**config.mk**
```make
export PLATFORM = sky130hd
export DESIGN_NAME = instruction_fetch
export DESIGN_NICKNAME = d
export VERILOG_FILES = /design/src/rtl/rv32i_pkg.sv /design/src/rtl/fetch_pc_reg.sv /design/src/rtl/instruction_fetch.sv
export SDC_FILE = /design/constraint.sdc
export NUM_CORES = 1
export LEC_CHECK = 0
export BUFFER_PORTS_ARGS = -buffer_cell sky130_fd_sc_hd__buf_2
export CAP_MARGIN = 20
export CORE_MARGIN = 8
export CORE_UTILIZATION = 50
export DETAILED_ROUTE_END_ITERATION = 8
export HOLD_SLACK_MARGIN = 0.15
export PLACE_DENSITY = 0.8
export RECOVER_POWER = 50
export SLEW_MARGIN = 20
export SYNTH_ARGS = -nofsm -noshare
export SYNTH_HDL_FRONTEND = slang
export SYNTH_SLANG_ARGS = --single-unit
```
**constraint.sdc**
```tcl
create_clock -name clk -period 6.7 [get_ports clk]
set_input_delay 0.67 -clock clk [delete_from_list [all_inputs] [get_ports clk]]
set_output_delay 0.67 -clock clk [all_outputs]
set_load 0.05 [all_outputs]
```
**src/rtl/rv32i_pkg.sv**
```systemverilog
// ============================================================================
// Module      : rv32i_pkg
// Description : Shared RV32I types and constants for the fetch stage.
// Revision    : 1.0 - initial release
// ============================================================================
`default_nettype none

package rv32i_pkg;

    localparam int          XLEN      = 32;
    localparam logic [31:0] NOP_INSTR = 32'h0000_0013;

    typedef enum logic [1:0] {
        FAULT_NONE         = 2'b00,
        FAULT_MISALIGNED   = 2'b01,
        FAULT_OUT_OF_RANGE = 2'b10
    } fetch_fault_e;

    typedef struct packed {
        logic [XLEN-1:0] instruction;
        logic [XLEN-1:0] pc;
        logic [XLEN-1:0] pc_plus4;
        fetch_fault_e    fault;
    } if_id_t;

endpackage

`default_nettype wire

```
**src/rtl/fetch_pc_reg.sv**
```systemverilog
// ============================================================================
// Module      : fetch_pc_reg
// Description : Program counter with redirect / increment / hold next-PC mux.
// Revision    : 1.0 - initial release
// ============================================================================
`default_nettype none

module fetch_pc_reg
    import rv32i_pkg::*;
#(
    parameter logic [31:0] RESET_PC = 32'h0000_0000
) (
    input  logic            clk,
    input  logic            reset,
    input  logic            i_redirect,
    input  logic [XLEN-1:0] i_target,
    input  logic            i_advance,
    output logic [XLEN-1:0] o_pc
);

    logic [XLEN-1:0] r_pc;
    logic [XLEN-1:0] w_pc_next;

    // Redirect wins over advance; 32-bit add wraps naturally at the top of memory.
    always_comb begin
        w_pc_next = r_pc;
        if (i_redirect) begin
            w_pc_next = i_target;
        end else if (i_advance) begin
            w_pc_next = r_pc + 32'd4;
        end
    end

    always_ff @(posedge clk or posedge reset) begin
        if (reset) begin
            r_pc <= RESET_PC;
        end else begin
            r_pc <= w_pc_next;
        end
    end

    assign o_pc = r_pc;

endmodule

`default_nettype wire

```
**src/rtl/instruction_fetch.sv**
```systemverilog
// ============================================================================
// Module      : instruction_fetch
// Description : RV32I fetch stage - PC, IMEM addressing and IF/ID slot register.
// Revision    : 1.0 - initial release
// ============================================================================
`default_nettype none

module instruction_fetch
    import rv32i_pkg::*;
#(
    parameter logic [31:0] RESET_PC   = 32'h0000_0000,
    parameter int          IMEM_WORDS = 64
) (
    input  logic        clk,
    input  logic        reset,
    input  logic        fetch_en,
    input  logic        redirect_valid,
    input  logic [31:0] redirect_target,
    output logic [31:0] imem_addr,
    input  logic [31:0] imem_instruction,
    output logic        id_valid,
    input  logic        id_ready,
    output logic [31:0] id_instruction,
    output logic [31:0] id_pc,
    output logic [31:0] id_pc_plus4,
    output logic [1:0]  id_fault,
    output logic [31:0] fetch_count
);

    logic [XLEN-1:0] w_pc;
    logic            w_slot_free;
    logic            w_transfer;
    logic            w_load;
    fetch_fault_e    w_fault;
    if_id_t          w_slot_next;

    if_id_t          r_slot;
    logic            r_valid;
    logic [31:0]     r_count;

    assign w_slot_free = !r_valid || id_ready;
    assign w_transfer  = r_valid && id_ready;
    assign w_load      = !redirect_valid && w_slot_free && fetch_en;

    fetch_pc_reg #(
        .RESET_PC (RESET_PC)
    ) u_pc_reg (
        .clk        (clk),
        .reset      (reset),
        .i_redirect (redirect_valid),
        .i_target   (redirect_target),
        .i_advance  (w_load),
        .o_pc       (w_pc)
    );

    assign imem_addr = {2'b00, w_pc[31:2]};

    // Misalignment is reported ahead of range so a bad low-order PC is never masked.
    always_comb begin
        w_fault = FAULT_NONE;
        if (w_pc[1:0] != 2'b00) begin
            w_fault = FAULT_MISALIGNED;
        end else if (w_pc[31:2] >= 30'(IMEM_WORDS)) begin
            w_fault = FAULT_OUT_OF_RANGE;
        end
    end

    always_comb begin
        w_slot_next.instruction = (w_fault == FAULT_NONE) ? imem_instruction : NOP_INSTR;
        w_slot_next.pc          = w_pc;
        w_slot_next.pc_plus4    = w_pc + 32'd4;
        w_slot_next.fault       = w_fault;
    end

    always_ff @(posedge clk or posedge reset) begin
        if (reset) begin
            r_valid             <= 1'b0;
            r_slot.instruction  <= NOP_INSTR;
            r_slot.pc           <= '0;
            r_slot.pc_plus4     <= '0;
            r_slot.fault        <= FAULT_NONE;
            r_count             <= '0;
        end else begin
            if (w_transfer) begin
                r_count <= r_count + 32'd1;
            end
            // A redirect flushes the slot even when decode is taking it this cycle.
            if (redirect_valid) begin
                r_valid <= 1'b0;
            end else if (w_load) begin
                r_valid <= 1'b1;
                r_slot  <= w_slot_next;
            end else if (w_slot_free) begin
                r_valid <= 1'b0;
            end
        end
    end

    assign id_valid       = r_valid;
    assign id_instruction = r_slot.instruction;
    assign id_pc          = r_slot.pc;
    assign id_pc_plus4    = r_slot.pc_plus4;
    assign id_fault       = r_slot.fault;
    assign fetch_count    = r_count;

endmodule

`default_nettype wire
```
-- Yosys cells after proc, flatten, opt, wreduce, memory -nomap -nowiden
Cells that the tools add are included.
- register bits after elaboration: 163
- bits in latches: 0
- RAM bits: 0
- memory bits (read-only): 0
- input bits: 69
- output and inout bits: 163
- word-level logic and storage cells: 30
- memories: 0
- $add $sub $neg: 2
- $mul: 0
- div/mod/pow operators: 0
- order comparisons: 1
- equal/unequal tests: 0
- shift operators: 0
- muxes and demuxes: 8
- bitwise operators: 1
- reduce and logical (&&, ||, !) cells: 11
- operators with widths (cell ; count):
    $mux W32 ; 3
    $add A32 B1 Y32 const B ; 1
    $add A32 B3 Y32 const B ; 1
    $ge A30 B7 Y1 const B ; 1
    $mux W2 ; 2
    $reduce_bool A2 Y1 ; 2
    $logic_and A1 B1 Y1 ; 3
    $mux W1 ; 3
    $reduce_bool A3 Y1 ; 1
    $logic_not A1 Y1 ; 2
    $logic_not A2 Y1 ; 1
    $reduce_and A2 Y1 ; 1
    $logic_or A1 B1 Y1 ; 1
    $not A1 Y1 ; 1

-- Depth between registers and ports, before layout
Gate-level depths: netlist (run 1).
- depth after elaboration: 6
- mapped depth: 8
- gate-level depth less buffers: 6

-- By module
From an unflattened synthesis (run 1), not the netlist that was laid out.
- cell total of the unflattened synthesis: 748
- area, all modules: 7433.4 um2
- by module, submodules not included (module ; instances ; cells each ; area each (um2) ; seq. area each (um2)):
    instruction_fetch ; 1 ; 545 ; 5584.1 ; 3231.8
    fetch_pc_reg ; 1 ; 203 ; 1849.3 ; 800.8

-- Least setup slack after synthesis (run 1)
OpenSTA, ideal clock, no wires.
- path type: reg-to-reg
- from: register r_count[0], in the netlist fetch_count[0]
- to: register r_count[22], in the netlist fetch_count[22]
- setup time: 0.082 ns
- arrival time: 2.083 ns
- data required time: 6.618 ns
- path slack: 4.535 ns
- stages on the path, launching flop included: 7
- path buffers: 0
- period minus slack after synthesis: 2.165 ns
- cell sequence: dfrtp_1 > ha_1 > nand3_1 > nor4_2 > nand3_1 > nor3_1 > xor2_1
- word-level cells in the longest chain between the ends: 1
- RTL lines (element ; RTL line ; source):
    start: declaration ; instruction_fetch.sv:39 ; logic [31:0] r_count;
    start signal: assignment ; instruction_fetch.sv:85 ; r_count <= r_count + 32'd1;
    $add A32 B1 Y32 ; instruction_fetch.sv:85 ;
Every way passes these cells.
A chain may end at the register's enable or synchronous reset.

-- Final worst setup path (run 1)
- from: input redirect_valid
- to: register r_slot (netlist bit id_instruction[30])
- word-level cells in the longest chain between the ends: 4
- elaborated cells between the ends (all ways): 5
- those cells by class: bitwise: 1; reduce/logical: 4
- RTL lines (element ; RTL line ; source):
    start: declaration ; instruction_fetch.sv:17 ; input logic redirect_valid,
    $logic_not A1 Y1 ; instruction_fetch.sv:43 ; assign w_load = !redirect_valid && w_slot_free && fetch_en;
    $logic_and A1 B1 Y1 (2 in series) ; instruction_fetch.sv:43 ;
    $reduce_and A2 Y1 (no source line) * ; n/a ;
    end signal: assignment ; instruction_fetch.sv:92 ; r_slot <= w_slot_next;
    end: declaration ; instruction_fetch.sv:37 ; if_id_t r_slot;
Every way passes the cells marked *; elsewhere a longest branch is shown, timed or not.

==> results of run 1 <==
stage by stage:
| stage | power (mW) | util (%) |
|---|---|---|
| 2_1_floorplan | 1.73 | - |
| 3_3_place_gp | 1.87 | 56.2 |
| 3_5_place_dp | 1.89 | 56.2 |
| 4_1_cts | 2.87 | 60.1 |
| 5_1_grt | 2.95 | 59.0 |
| 6_report | 2.83 | 59.0 |
critical path, stage by stage:
cell and delay, ns:
buf_2 0.08, clkbuf_1 1.82, nand2b_4 0.88, buf_4 0.62, nor4b_4 0.08, buf_4 0.26
a22o_1 0.22
Yosys cell counts (all sizes together), types with 2 or more instances:
master	count	area, sq um
a21oi	6	30.0
a22o	29	254
and2	3	18.8
and3	10	62.6
and4	8	70.1
buf	67	542
clkbuf	25	95.1
dfrtp	158	3950
dfstp	3	78.8
ha	3	37.5
inv	7	26.3
mux2	3	33.8
nand2	184	691
nand2b	2	12.5
nand3	23	115
nand3b	2	15.0
nand4	22	153
nor2	32	120
nor3	19	95.1
nor4	18	168
nor4b	3	41.3
o211ai	3	22.5
o21ai	57	285
o41ai	2	17.5
xnor2	70	613
xor2	15	131
flip-flops by register name, summed over array words and instances (netlist names):
signal          flops
fetch_count        32
id_instruction     32
id_pc              32
u_pc_reg.o_pc      32
id_pc_plus4        30
id_fault            2
id_valid            1
power groups by stage:
stage,clock (mW),combinational (mW),sequential [mW]
floorplan,0,0.300,1.44
global placement,0,0.683,1.19
detailed placement,0,0.691,1.20
CTS,1.00,0.693,1.18
global route,1.04,0.707,1.20
finish,0.981,0.661,1.18
layout by cell type (no fill, tap or decap), drive strengths merged, types with 19 or more instances in the layout:
master	synthesis	routed
clkbuf	25	145
a22o	29	29
nor3	19	19
buf	67	105
xnor2	70	70
nor2	32	32
nand3	23	23
nand4	22	22
nand2	184	184
o21ai	57	57
dfrtp	158	158
routing by layer:
layer	vias to the layer above	routed length, microns	track usage (%)
met2	219	9400	32.4
met5	-	10	0
li1	2909	-	-
met3	25	1550	6.63
met4	2	265	6.46
met1	2893	9170	27.3
logic make-up after synthesis:
family          after synthesis
buf+inv                      99
compound gates               98
flops                       161
other cells                   1
simple gates                327
xor+xnor                     85
mux                           3
fa+ha+maj                     3
path summary, 6_finish.rpt:
path / startpoint / endpoint / slack (ns) / cells after the start
min reg2reg: fetch_count[31] / fetch_count[31] / 0.47 / 1
max: redirect_valid / id_instruction[30] / 2.35 / 7
min: imem_instruction[1] / id_instruction[1] / 0.44 / 3
max in group asynchronous: reset / u_pc_reg.o_pc[0] / 3.07 / 3
max reg2reg: id_valid / id_instruction[30] / 3.82 / 7
min in group asynchronous: reset / fetch_count[12] / 1.43 / 2
layout make-up:
| cell class | count | area (sq um) |
|---|---|---|
| Timing Repair Buffer | 233 | 1010 |
| Sequential cell | 161 | 4030 |
| Fill cell | 1363 | 6210 |
| Multi-Input combinational cell | 518 | 3020 |
| Antenna cell | 1 | 2.50 |
| Tap cell | 188 | 235 |
| Clock buffer | 17 | 425 |
| Clock inverter | 15 | 171 |
| Inverter | 7 | 27.5 |
==> run_results.csv, run 1 <==
group,metric,value,unit
flow_run,max_cap_violations,2,
grt,grt_antenna_before_repair,2,
worst_setup_path,cp_max_fo,65,
drt,drc,0,
worst_setup_path,end_kind,"register",
yosys,netlist_instances,777,
place,io_buffer_count,229,
grt,grt_pass1_wl,32900,microns
grt,grt_max_degree,92,
place,gp_congestion,0.806,
yosys,yosysWarnings,0,
status,status,"finished, violations left",
pwr,comb_power_share,23.4,%
yosys,ys_ff_latch,161,
yosys,synth-main-ff-cell,"dfrtp_1",
status,failed_checks,"max-capacitance violations, max-slew violations",
place,dp_hpwl,14600,microns
place,place_ws,3.44,ns
cts,clkTransAtPathRegs,0.07,ns
grt,gr-total-overflow,0,
min_path,hold_path.class,"in2reg",
cts,post_cts_buffers,0,
layout,fin_cells,1140,
sta,setup_tns,0,ns
sta,slew-limit-headroom,-165,%
layout,drive_gt1_share,16.2,%
drt,vias,6048,
drt,drtPass1Iterations,4,
yosys,async_flop_share,100,%
cts,clock_path_buffers,2,
layout,final_cell_area,0.00893,sq mm
place,dpl_cell_area,0.00851,sq mm
sta,worst_slew_pin_slew,3.96,ns
sta,fmax,230,MHz
cts,cts_tree,"yes",
place,dp.cells,1107,
cts,clk_latency,0.43,ns
yosys,ys_types,38,
yosys,synth-compound-area-share,8.10,%
yosys,synth_edf_count,0,
floorplanning,die_area,0.0196,sq mm
worst_setup_path,cp-start-kind,"primary input",
sta,maxSlewViolCount,158,
cts,htree_levels,4,
pwr,power.internal,1.76,mW
pwr,ir_drop,0.188,mV
floorplanning,die_h,140,microns
layout,fin_nets,1010,
yosys,synth_adder_area_share,0.487,%
sta,post-route-min-period,4.35,ns
cts,post_cts_resized,0,
floorplanning,die_w,140,microns
pwr,clkPwrFrac,34.7,%
floorplanning,design.core.area,0.0151,sq mm
layout,syn2layout_area_growth,15.9,%
yosys,synthXorXnorAreaFrac,9.66,%
pwr,seqPwrFrac,41.9,%
drt,ant_nets,0,
pwr,p_sw,1.07,mW
yosys,syn-cell-area,0.00771,sq mm
worst_setup_path,cp.required,7.01,ns
sta,setup_viol,0,
cts,clock-root-buffer,"clkbuf_16",
cts,cts-buffers-inserted,17,
drt,drt-wirelength-per-cell,17.9,microns
pwr,leakagePower,3.98,nW
pwr,netSwitchingFraction,37.7,%
yosys,ys_seq_area_share,52.3,%
grt,grt_pass1_vias,6141,
sta,rsz0062_at_grt,"no",
drt,drt-total-wl,20400,microns
cts,holdBufCountCts,0,
yosys,synth_top_family_by_area,"simple AND/OR/NAND/NOR gates",
floorplanning,start_util,50.9,%
yosys,synthMuxAreaShare,0.438,%
worst_setup_path,worstSetupPathType,"in2reg",
worst_setup_path,cp.arrival,4.66,ns
yosys,synth_area_per_cell,9.92,sq um
sta,post-route-period-util,64.9,%
drt,viasPerCell,5.31,
yosys,synth-simple-area-share,20.3,%
sta,skew,0.0118,ns
cts,cts.sinks,161,
grt,grtUsageTotal,20.9,%
sta,final_hold_viol_count,0,
floorplanning,num_rows,45,
sta,whs,0.439,ns
pwr,power.density,316,mW/mm^2
floorplanning,io_pins,232,
drt,drt_iter0_drc,383,
sta,fin_ws,2.35,ns
(Power assumes the default switching activity.)
==> run 2: changes to the inputs <==
--- a/config.mk
+++ b/config.mk
@@ -8,10 +8,10 @@
 export BUFFER_PORTS_ARGS = -buffer_cell sky130_fd_sc_hd__buf_2
 export CAP_MARGIN = 20
 export CORE_MARGIN = 8
-export CORE_UTILIZATION = 50
+export CORE_UTILIZATION = 47
 export DETAILED_ROUTE_END_ITERATION = 8
 export HOLD_SLACK_MARGIN = 0.15
-export PLACE_DENSITY = 0.8
+export PLACE_DENSITY = 0.79
 export RECOVER_POWER = 50
 export SLEW_MARGIN = 20
 export SYNTH_ARGS = -nofsm -noshare
==> constraint.sdc (replaced) <==
create_clock -name clk -period 3.7 [get_ports clk]
set_input_delay 0.37 -clock clk [delete_from_list [all_inputs] [get_ports clk]]
set_output_delay 0.37 -clock clk [all_outputs]
set_load 0.05 [all_outputs]
==> run 2 against run 1 <==
Net effect: the run still ends with max-capacitance violations, max-slew violations left; register-to-register slack worse by 2.5 ns; highest routed layer unchanged; critical endpoint is now u_pc_reg.o_pc[1]; critical path type unchanged; clock power is 94% higher; die area rose by 5.6%; count of clock-buffer cells in the layout rose by 1; wire length grew 4.0%; first-iteration DRC count grew 1.8%; cell count rose by 4.6%; via count is 3.4% higher; non-clock buffer count increased by 21.
==> run_results.csv, run 2 (synthesis gave the netlist of run 1 again) <==
group,metric,value,unit
place,dp_hpwl,15000,microns
layout,syn2layout_area_growth,20.5,%
flow_run,max_cap_violations,2,
sta,whs,0.161,ns
layout,multi_input_area,0.00303,sq mm
grt,grtUsageTotal,20.6,%
cts,clkTransAtPathRegs,0.06,ns
worst_setup_path,end_kind,"register",
worst_setup_path,cp_cell_sequence,"clkbuf_1 > clkbuf_1 > mux2_2",
floorplanning,design.core.area,0.0163,sq mm
layout,fin_nets,1031,
worst_setup_path,cp.arrival,2.86,ns
cts,htree_levels,4,
grt,grt_antenna_before_repair,2,
drt,drt-wirelength-per-cell,17.8,microns
layout,final_cell_mix,"184 x nand2_1, 158 x dfrtp_1, 155 x buf_2, 75 x clkbuf_1, 70 x xnor2_1",
sta,fmax,391,MHz
worst_setup_path,cp-start-kind,"primary input",
place,place_ws,1.23,ns
status,status,"finished, violations left",
layout,seq_area,0.00403,sq mm
sta,maxSlewViolCount,221,
worst_setup_path,regToRegSetupSlack,1.28,ns
floorplanning,io_pins,232,
cts,cts.sinks,161,
worst_setup_path,worstSetupPathType,"in2reg",
cts,post_cts_resized,0,
grt,grt_max_degree,162,
layout,num_antenna_cells,0,
min_path,min_to,"u_pc_reg.o_pc[6]",
worst_setup_path,max_stage_delay,1.67,ns
place,dpl_cell_area,0.00858,sq mm
layout,drive_gt1_share,21.7,%
drt,drc,0,
drt,ant_nets,0,
drt,drt-total-wl,21200,microns
floorplanning,die_w,144,microns
drt,drtPass1Iterations,4,
cts,clk_latency,0.43,ns
pwr,clkPwrFrac,36.0,%
place,gp_congestion,0.824,
pwr,seqPwrFrac,40.5,%
drt,vias,6253,
sta,skew,0.0103,ns
worst_setup_path,slowest_stage,"clkbuf_1",
min_path,hold_path.class,"in2reg",
worst_setup_path,cp_max_fo,58,
floorplanning,die_h,144,microns
sta,post-route-period-util,69.1,%
floorplanning,start_util,47.3,%
min_path,hold_start,"redirect_target[6]",
pwr,p_sw,1.92,mW
sta,worst_slew_pin_slew,2.27,ns
cts,clock_path_buffers,2,
pwr,power.internal,3.37,mW
min_path,holdPathStages,3,
floorplanning,num_rows,47,
sta,slew-limit-headroom,-51.2,%
worst_setup_path,worstRegToRegCells,6,
drt,drt_iter0_drc,390,
worst_setup_path,rr_endpoint,"u_pc_reg.o_pc[30]",
worst_setup_path,cp.required,4.00,ns
pwr,ir_drop,0.346,mV
cts,clock-root-buffer,"clkbuf_16",
layout,utilization,57.0,%
pwr,leakagePower,4.30,nW
sta,fin_ws,1.15,ns
drt,viasPerCell,5.25,
floorplanning,die_area,0.0208,sq mm
grt,grt_pass1_wl,33200,microns
layout,nFillCells,1473,
layout,final_common_cell,"nand2_1",
sta,setup_viol,0,
cts,holdBufCountCts,18,
sta,setup_tns,0,ns
status,failed_checks,"max-capacitance violations, max-slew violations",
sta,post-route-min-period,2.55,ns
grt,grt_pass1_vias,6315,
place,io_buffer_count,229,
sta,rsz0062_at_grt,"no",
sta,final_hold_viol_count,0,
worst_setup_path,cpMostUsedCell,"clkbuf_1",
worst_setup_path,rr_startpoint,"u_pc_reg.o_pc[2]",
pwr,netSwitchingFraction,36.3,%
cts,cts-buffers-inserted,17,
pwr,power.density,569,mW/mm^2
cts,post_cts_buffers,0,
layout,final_cell_area,0.00929,sq mm
pwr,comb_power_share,23.5,%
cts,cts_tree,"yes",
grt,gr-total-overflow,0,
run 2: changes by cell type in the layout (fill, tap and decap cells not counted):
cell	before	now
clkinv_4	1	2
dlygate4sd3_1	0	18
nor4_2	3	4
buf_4	3	5
buf_2	102	155
clkbuf_8	0	1
bufinv_16	2	4
diode_2	1	0
nor4_1	13	12
clkinvlp_4	6	4
clkbuf_4	0	1
clkbuf_1	128	75
inv_8	2	0
run 2: cell type report:
cell class,instances,share of cell area (%)
clock buffers,18,4.73
inverters,7,0.296
well taps,220,2.96
multi-input cells,518,32.6
flip-flops and latches,161,43.4
clock inverters,14,2.18
repair buffers,254,13.8
run 2: routing by layer:
layer | global-route usage, % | share of wire (%) | vias to the layer above
li1 | - | - | 2943
met1 | 25.8 | 42 | 3038
met2 | 33.3 | 47 | 228
met3 | 6.01 | 9.0 | 40
met4 | 7.58 | 2.1 | 4
met5 | 0 | 0.11 | -
run 2: through the flow:
step	cells	total power, mW
finish	1192	5.28
global route	1192	5.48
CTS	1192	5.35
detailed placement	1142	3.42
global placement	1142	3.40
floorplan	778	3.14
run 2: worst max path at each step:
stage | startpoint | end | slack [ns]
final | redirect_valid | u_pc_reg.o_pc[1] | 1.15
after global routing | redirect_valid | u_pc_reg.o_pc[30] | 0.93
after CTS | id_valid | id_instruction[10] | 1.33
after detailed placement | id_ready | id_fault[1] | 1.23
after global placement | id_ready | id_instruction[3] | 1.31
after floorplan | reset | fetch_count[0] | 1.29
run 2: power by group through the flow:
stage	combinational [mW]	sequential, mW	clock, mW
after global placement	1.24	2.15	0
after floorplan	0.543	2.60	0
final	1.24	2.14	1.90
after detailed placement	1.26	2.16	0
after global routing	1.31	2.17	2.00
after CTS	1.28	2.13	1.93
run 2: critical path, delay by kind of cell:
| kind | cells | cell delay (ns) |
|---|---|---|
| buf+inv | 2 | 2.02 |
| mux | 1 | 0.46 |
